$ cat src/rtl/pcie_icm_rx_stream_buf.sv
// Receive-stream elastic buffer: show-ahead FIFO with READY_LAT skid room,
// packet counting, optional store-and-forward gating and sticky error flags.
module pcie_icm_rx_stream_buf #(
   parameter int DATA_W    = 82,
   parameter int DEPTH     = 16,
   parameter int READY_LAT = 3,
   parameter int STORE_FWD = 0
) (
   input  logic                     clk,
   input  logic                     srst,
   input  logic                     in_valid,
   input  logic [DATA_W-1:0]        in_data,
   input  logic                     in_sop,
   input  logic                     in_eop,
   output logic                     in_ready,
   output logic                     out_valid,
   output logic [DATA_W-1:0]        out_data,
   output logic                     out_sop,
   output logic                     out_eop,
   input  logic                     out_ready,
   output logic [$clog2(DEPTH):0]   level,
   output logic [$clog2(DEPTH):0]   pkt_cnt,
   output logic                     ovf_err,
   output logic                     frm_err,
   input  logic                     clr_err
);

   localparam int AW = $clog2(DEPTH);
   localparam int LW = AW + 1;
   localparam int EW = DATA_W + 2;
   localparam logic [LW-1:0] DEPTH_L = LW'(DEPTH);
   localparam logic [LW-1:0] RLAT_L  = LW'(READY_LAT);

   logic [EW-1:0] mem_q [DEPTH];
   logic [AW-1:0] wr_q, rd_q;
   logic [LW-1:0] level_q, level_d;
   logic [LW-1:0] pkt_q, pkt_d;
   logic          in_pkt_q, in_pkt_d;
   logic          ovf_q, ovf_d;
   logic          frm_q, frm_d;
   logic          rdy_q, rdy_d;

   logic [EW-1:0] head;
   logic          full, vld, push, pop, drop, frm_ev;
   logic          add_pkt, sub_pkt;

   assign head = mem_q[rd_q];
   assign full = (level_q == DEPTH_L);

   // Store-and-forward also releases a full buffer so an oversized packet cannot deadlock
   assign vld = (STORE_FWD != 0) ? ((pkt_q != '0) || full)
                                 : (level_q != '0);

   assign pop     = vld && out_ready;
   assign push    = in_valid && (!full || pop);
   assign drop    = in_valid && full && !pop;
   assign frm_ev  = push && (in_sop == in_pkt_q);
   assign add_pkt = push && in_eop;
   assign sub_pkt = pop && head[EW-2];

   always_comb begin
      level_d = level_q;
      if (push && !pop) level_d = level_q + LW'(1);
      else if (pop && !push) level_d = level_q - LW'(1);

      pkt_d = pkt_q;
      if (add_pkt && !sub_pkt) pkt_d = pkt_q + LW'(1);
      else if (sub_pkt && !add_pkt) pkt_d = pkt_q - LW'(1);

      in_pkt_d = in_pkt_q;
      if (push) begin
         if (in_eop) in_pkt_d = 1'b0;
         else if (in_sop) in_pkt_d = 1'b1;
      end

      ovf_d = drop || (ovf_q && !clr_err);
      frm_d = frm_ev || (frm_q && !clr_err);
      rdy_d = (DEPTH_L - level_d) > RLAT_L;
   end

   always_ff @(posedge clk) begin
      if (srst) begin
         wr_q     <= '0;
         rd_q     <= '0;
         level_q  <= '0;
         pkt_q    <= '0;
         in_pkt_q <= 1'b0;
         ovf_q    <= 1'b0;
         frm_q    <= 1'b0;
         rdy_q    <= 1'b1;
      end else begin
         wr_q     <= wr_q + AW'(push);
         rd_q     <= rd_q + AW'(pop);
         level_q  <= level_d;
         pkt_q    <= pkt_d;
         in_pkt_q <= in_pkt_d;
         ovf_q    <= ovf_d;
         frm_q    <= frm_d;
         rdy_q    <= rdy_d;
      end
   end

   // Storage is not reset; at full the slot being popped is the one overwritten
   always_ff @(posedge clk) begin
      if (push && !srst) mem_q[wr_q] <= {in_sop, in_eop, in_data};
   end

   assign in_ready  = rdy_q;
   assign out_valid = vld;
   assign out_data  = head[DATA_W-1:0];
   assign out_sop   = vld && head[EW-1];
   assign out_eop   = vld && head[EW-2];
   assign level     = level_q;
   assign pkt_cnt   = pkt_q;
   assign ovf_err   = ovf_q;
   assign frm_err   = frm_q;

endmodule

$ cat config.mk
export PLATFORM = sky130hd
export DESIGN_NAME = pcie_icm_rx_stream_buf
export DESIGN_NICKNAME = d
export VERILOG_FILES = /design/src/rtl/pcie_icm_rx_stream_buf.sv
export SDC_FILE = /design/constraint.sdc
export NUM_CORES = 1
export LEC_CHECK = 0
export CORE_MARGIN = 3
export CORE_UTILIZATION = 56
export CTS_BUF_LIST = sky130_fd_sc_hd__clkbuf_8
export DETAILED_ROUTE_END_ITERATION = 10
export PLACE_DENSITY = 0.74
export SLEW_MARGIN = 5
export SYNTH_ARGS = -nofsm -noshare
export SYNTH_HDL_FRONTEND = slang
export SYNTH_SLANG_ARGS = --single-unit
$ cat constraint.sdc
create_clock -name clk -period 15.9 [get_ports clk]
set_input_delay 2.385 -clock clk [delete_from_list [all_inputs] [get_ports clk]]
set_output_delay 2.385 -clock clk [all_outputs]
set_load 0.02 [all_outputs]
==> key figures <==
Run status
  • Outcome: finished clean

Yosys
  • Register bit count reported by yosys: 1,366
  • Average instance area after synthesis: about 26 um2
  • Syn Nets: 2,129
  • Most instantiated flip-flop cell in the synthesis netlist: sky130_fd_sc_hd__edfxtp_1
  • Total of warnings raised by yosys: 0
  • Asr flop ratio synth: 0%
  • Summed instance area of the synthesized netlist: between 0.05 and 0.06 mm2
  • Count of unique library cells instantiated by Yosys: slightly above 50
  • Sequential element share of the synthesized area: approximately four fifths
  • Count of flip-flops with a built-in enable after synthesis: between 1,000 and 1,500
  • Count of mapped cells out of synthesis: just over 2,000

Power
  • Peak ir drop on the vdd network: 0.129 mV
  • LEAKAGE: around 18 nW
  • PD cells: 142 mW/mm2

STA
  • Shortest clock period the worst path allows after layout: roughly 7.7 ns
  • Setup-failing EPs final: 0
  • Unrepaired setup endpoints after global routing: no
  • Slew at the pin closest to its max-slew limit: about 1.2 ns
  • Setup slack after layout: 8.20 ns
  • Period Utilization, post-route: around 48%
  • Hold_ws: 0.503 ns
  • Final hold vios: 0
  • FMAX: 130 MHz
  • Worst rel slew slack: between 20% and 30%
  • Final number of max-transition violations: 0
  • Setup_tns: 0 ns
  • Final setup skew: between 0.03 and 0.04 ns

Global routing
  • Largest net degree at the start of global routing: around 160
  • Total Routing Usage GR: approximately a quarter
  • First-pass GRT wire length: 162,000 um
  • Number of global-route vias before repair: between 20,000 and 25,000
  • Initial antenna violation count: 9
  • GRT overflow: 0

Worst setup path
  • Most Frequent Cell on Critical Path: sky130_fd_sc_hd__mux4_2
  • Critical path data required time: roughly 14 ns
  • Number of buffer and inverter stages on the critical path: 3
  • Critical path endpoint category: output port
  • Slowest cell on crit path: sky130_fd_sc_hd__buf_4
  • Delay of the slowest cell on the worst path: roughly 0.93 ns
  • Kind of cell adding the most delay to the critical path: buffers and inverters
  • Data arrival time of the critical path: around 5.3 ns
  • Critical-path cell list: buf_12 -> buf_4 -> mux4_2 -> mux4_2 -> clkdlybuf4s50_1
  • Class of the most critical setup path: reg2out
  • Element type at the critical path start: flop
  • Peak fanout along the critical path: 120

CTS
  • Max Buffers Root-to-Sink: 3
  • Buffer cell driving the clock tree root: sky130_fd_sc_hd__clkbuf_8
  • Post-cts gate resize count: 0
  • # clock sinks: 1,366
  • Number of hold buffers added after cts: 0
  • Setup Fix Bufs, Post-CTS: 0
  • CTS H-tree lvls: 4
  • Register clock-pin slew on the reported worst setup and hold paths: 0.06 ns
  • Clock tree from TritonCTS: yes
  • Skew-Pair Late Insertion Delay: roughly 0.84 ns
  • Number of buffers created by CTS: 206

Finish
  • Commonest non-fill, non-tap cell in the layout: sky130_fd_sc_hd__edfxtp_1
  • Post-Route Utilization: approximately 65%
  • Area added between synthesis and finish: 13.4%
  • Storage element area: roughly 0.041 mm2
  • NumNets Final: roughly 2,500
  • Layout Cell Area excl Fill: ~0.059 mm2
  • Most frequent cells in the layout: sky130_fd_sc_hd__edfxtp_1 (1,344), sky130_fd_sc_hd__mux4_2 (419), sky130_fd_sc_hd__clkbuf_8 (209), sky130_fd_sc_hd__clkdlybuf4s50_1 (186), sky130_fd_sc_hd__inv_1 (73)
  • Layout filler cell count: roughly 5,600
  • Fraction of final layout cells with drive strength greater than 1: 29.4%
  • Multi-input logic area: 0.0105 mm2

Routing
  • Iter 0 DRT Violations: about 2,400
  • Routed wire length per instance: approximately 30 um
  • Number of iterations in the first detailed-routing pass: 5
  • Vias: between 20,000 and 25,000
  • DRC violations left: 0
  • Routed vias/inst: 6.28
  • Total Routed Length: ~110,000 um
  • Antenna viol nets, final: 0

Place
  • Buffers added on ports: approximately 190
  • Placer congestion estimate: 0.761
  • Post-detailed-placement half-perimeter wirelength: around 55,000 um
  • Pre-CTS setup slack: ~9.0 ns
  • Post-Place Cell Area: around 0.055 mm2

Floorplan
  • Ports: 187
  • Core area: 0.0907 mm2
  • Effective utilization at floorplan: a little under three fifths
  • Area enclosed by the die boundary: 0.0959 mm2
  • FP Rows: 110
  • Die span in x: just over 300 um
  • Y dimension of the die: a little over 300 um

Flow run
  • Number of maximum-capacitance violations: 0

Worst hold path
  • Class of the worst hold path: reg2reg
[synthesized netlist by cell type (2+ instances only)]
cell,number,area share [%]
sky130_fd_sc_hd__buf_4,10,0.15
sky130_fd_sc_hd__nand3_1,3,0.029
sky130_fd_sc_hd__a211oi_1,2,0.029
sky130_fd_sc_hd__buf_2,28,0.27
sky130_fd_sc_hd__a21oi_1,7,0.068
sky130_fd_sc_hd__edfxtp_1,1344,78
sky130_fd_sc_hd__dfxtp_1,22,0.85
sky130_fd_sc_hd__inv_1,8,0.058
sky130_fd_sc_hd__xnor2_1,6,0.10
sky130_fd_sc_hd__buf_1,9,0.065
sky130_fd_sc_hd__mux4_2,419,18
sky130_fd_sc_hd__a21o_1,2,0.029
sky130_fd_sc_hd__inv_2,2,0.015
sky130_fd_sc_hd__mux2i_1,3,0.058
sky130_fd_sc_hd__nand2b_1,6,0.073
sky130_fd_sc_hd__nor2_1,30,0.22
sky130_fd_sc_hd__xor2_1,5,0.085
sky130_fd_sc_hd__or3_1,2,0.024
sky130_fd_sc_hd__and2_1,3,0.036
sky130_fd_sc_hd__nand3b_1,2,0.029
sky130_fd_sc_hd__nor3_1,6,0.058
sky130_fd_sc_hd__nor2b_1,7,0.085
sky130_fd_sc_hd__nand2_1,4,0.029
sky130_fd_sc_hd__o21ai_0,3,0.029
sky130_fd_sc_hd__ha_1,13,0.31
sky130_fd_sc_hd__clkbuf_1,55,0.40
[metrics by stage]
| stage | total power [mW] | cells |
|---|---|---|
| after floorplan | 5.41 | 2026 |
| final | 8.34 | 3692 |
| after global routing | 8.69 | 3690 |
| after detailed placement | 5.93 | 3330 |
| after global placement | 5.89 | 3330 |
| after CTS | 8.43 | 3689 |
[path summary, 6_finish.rpt]
path         cells past startpoint                 from  slack, ns                    end
max                              5   rd_q[0]$_SDFF_PP0_       8.20           out_data[59]
min                              2   ovf_err$_SDFF_PP0_       0.50     ovf_err$_SDFF_PP0_
max reg2reg                     10  level[0]$_SDFF_PP0_      11.29  mem_q[6][3]$_DFFE_PP_
min reg2reg                      2   ovf_err$_SDFF_PP0_       0.50     ovf_err$_SDFF_PP0_
[state kept, by name, summed over array words and instances, names as in the netlist]
name and count:
level 5, in_ready 1, in_pkt_q 1, wr_q 4
mem_q 1344, rd_q 4, pkt_cnt 5, frm_err 1
ovf_err 1
[area by class of cell]
type / count / share of cell area [%]
timing repair buffer: 231 / 3.80
antenna: 3 / 0.0128
clock inverter: 150 / 1.18
sequential: 1366 / 69.7
multi-input combinational: 547 / 17.9
inverter: 10 / 0.0641
tap: 1176 / 2.51
clock buffer: 209 / 4.91
[logic make-up (layout without fill, tap and decap cells)]
group	Yosys count	after routing	synth area share (%)
DFF	1366	1366	79.0
muxes	422	422	18.3
buffers and inverters	113	600	0.976
and+or+nand+nor	70	70	0.741
AOI/OAI and AO/OA	28	28	0.390
adders and majority gates	14	14	0.354
xor gates and xnor gates	13	13	0.249
other	0	3	0
[worst min-delay path: cells and delay by family (launching register included)]
kind             cells  cell delay, ns
AO/OA/AOI/OAI        1            0.06
AND/OR/NAND/NOR      1            0.08
flip-flops           1            0.33
[routing by layer]
metal | up-vias | share of wire [%] | wire length [um] | track usage (%)
li1 | 9538 | - | - | -
met1 | 12500 | 40 | 44100 | 33.8
met2 | 1029 | 50 | 55300 | 38.0
met3 | 150 | 7.7 | 8430 | 5.00
met4 | 6 | 1.8 | 1930 | 6.52
met5 | - | 0.031 | 34 | 0
[power breakdown]
group	total [mW]	switching [mW]	internal (mW)
logic	1.75	0.809	0.945
registers	4.07	0.0668	4.01
clock network	2.51	1.28	1.23
Note: power is estimated with default switching activity, not from simulation.
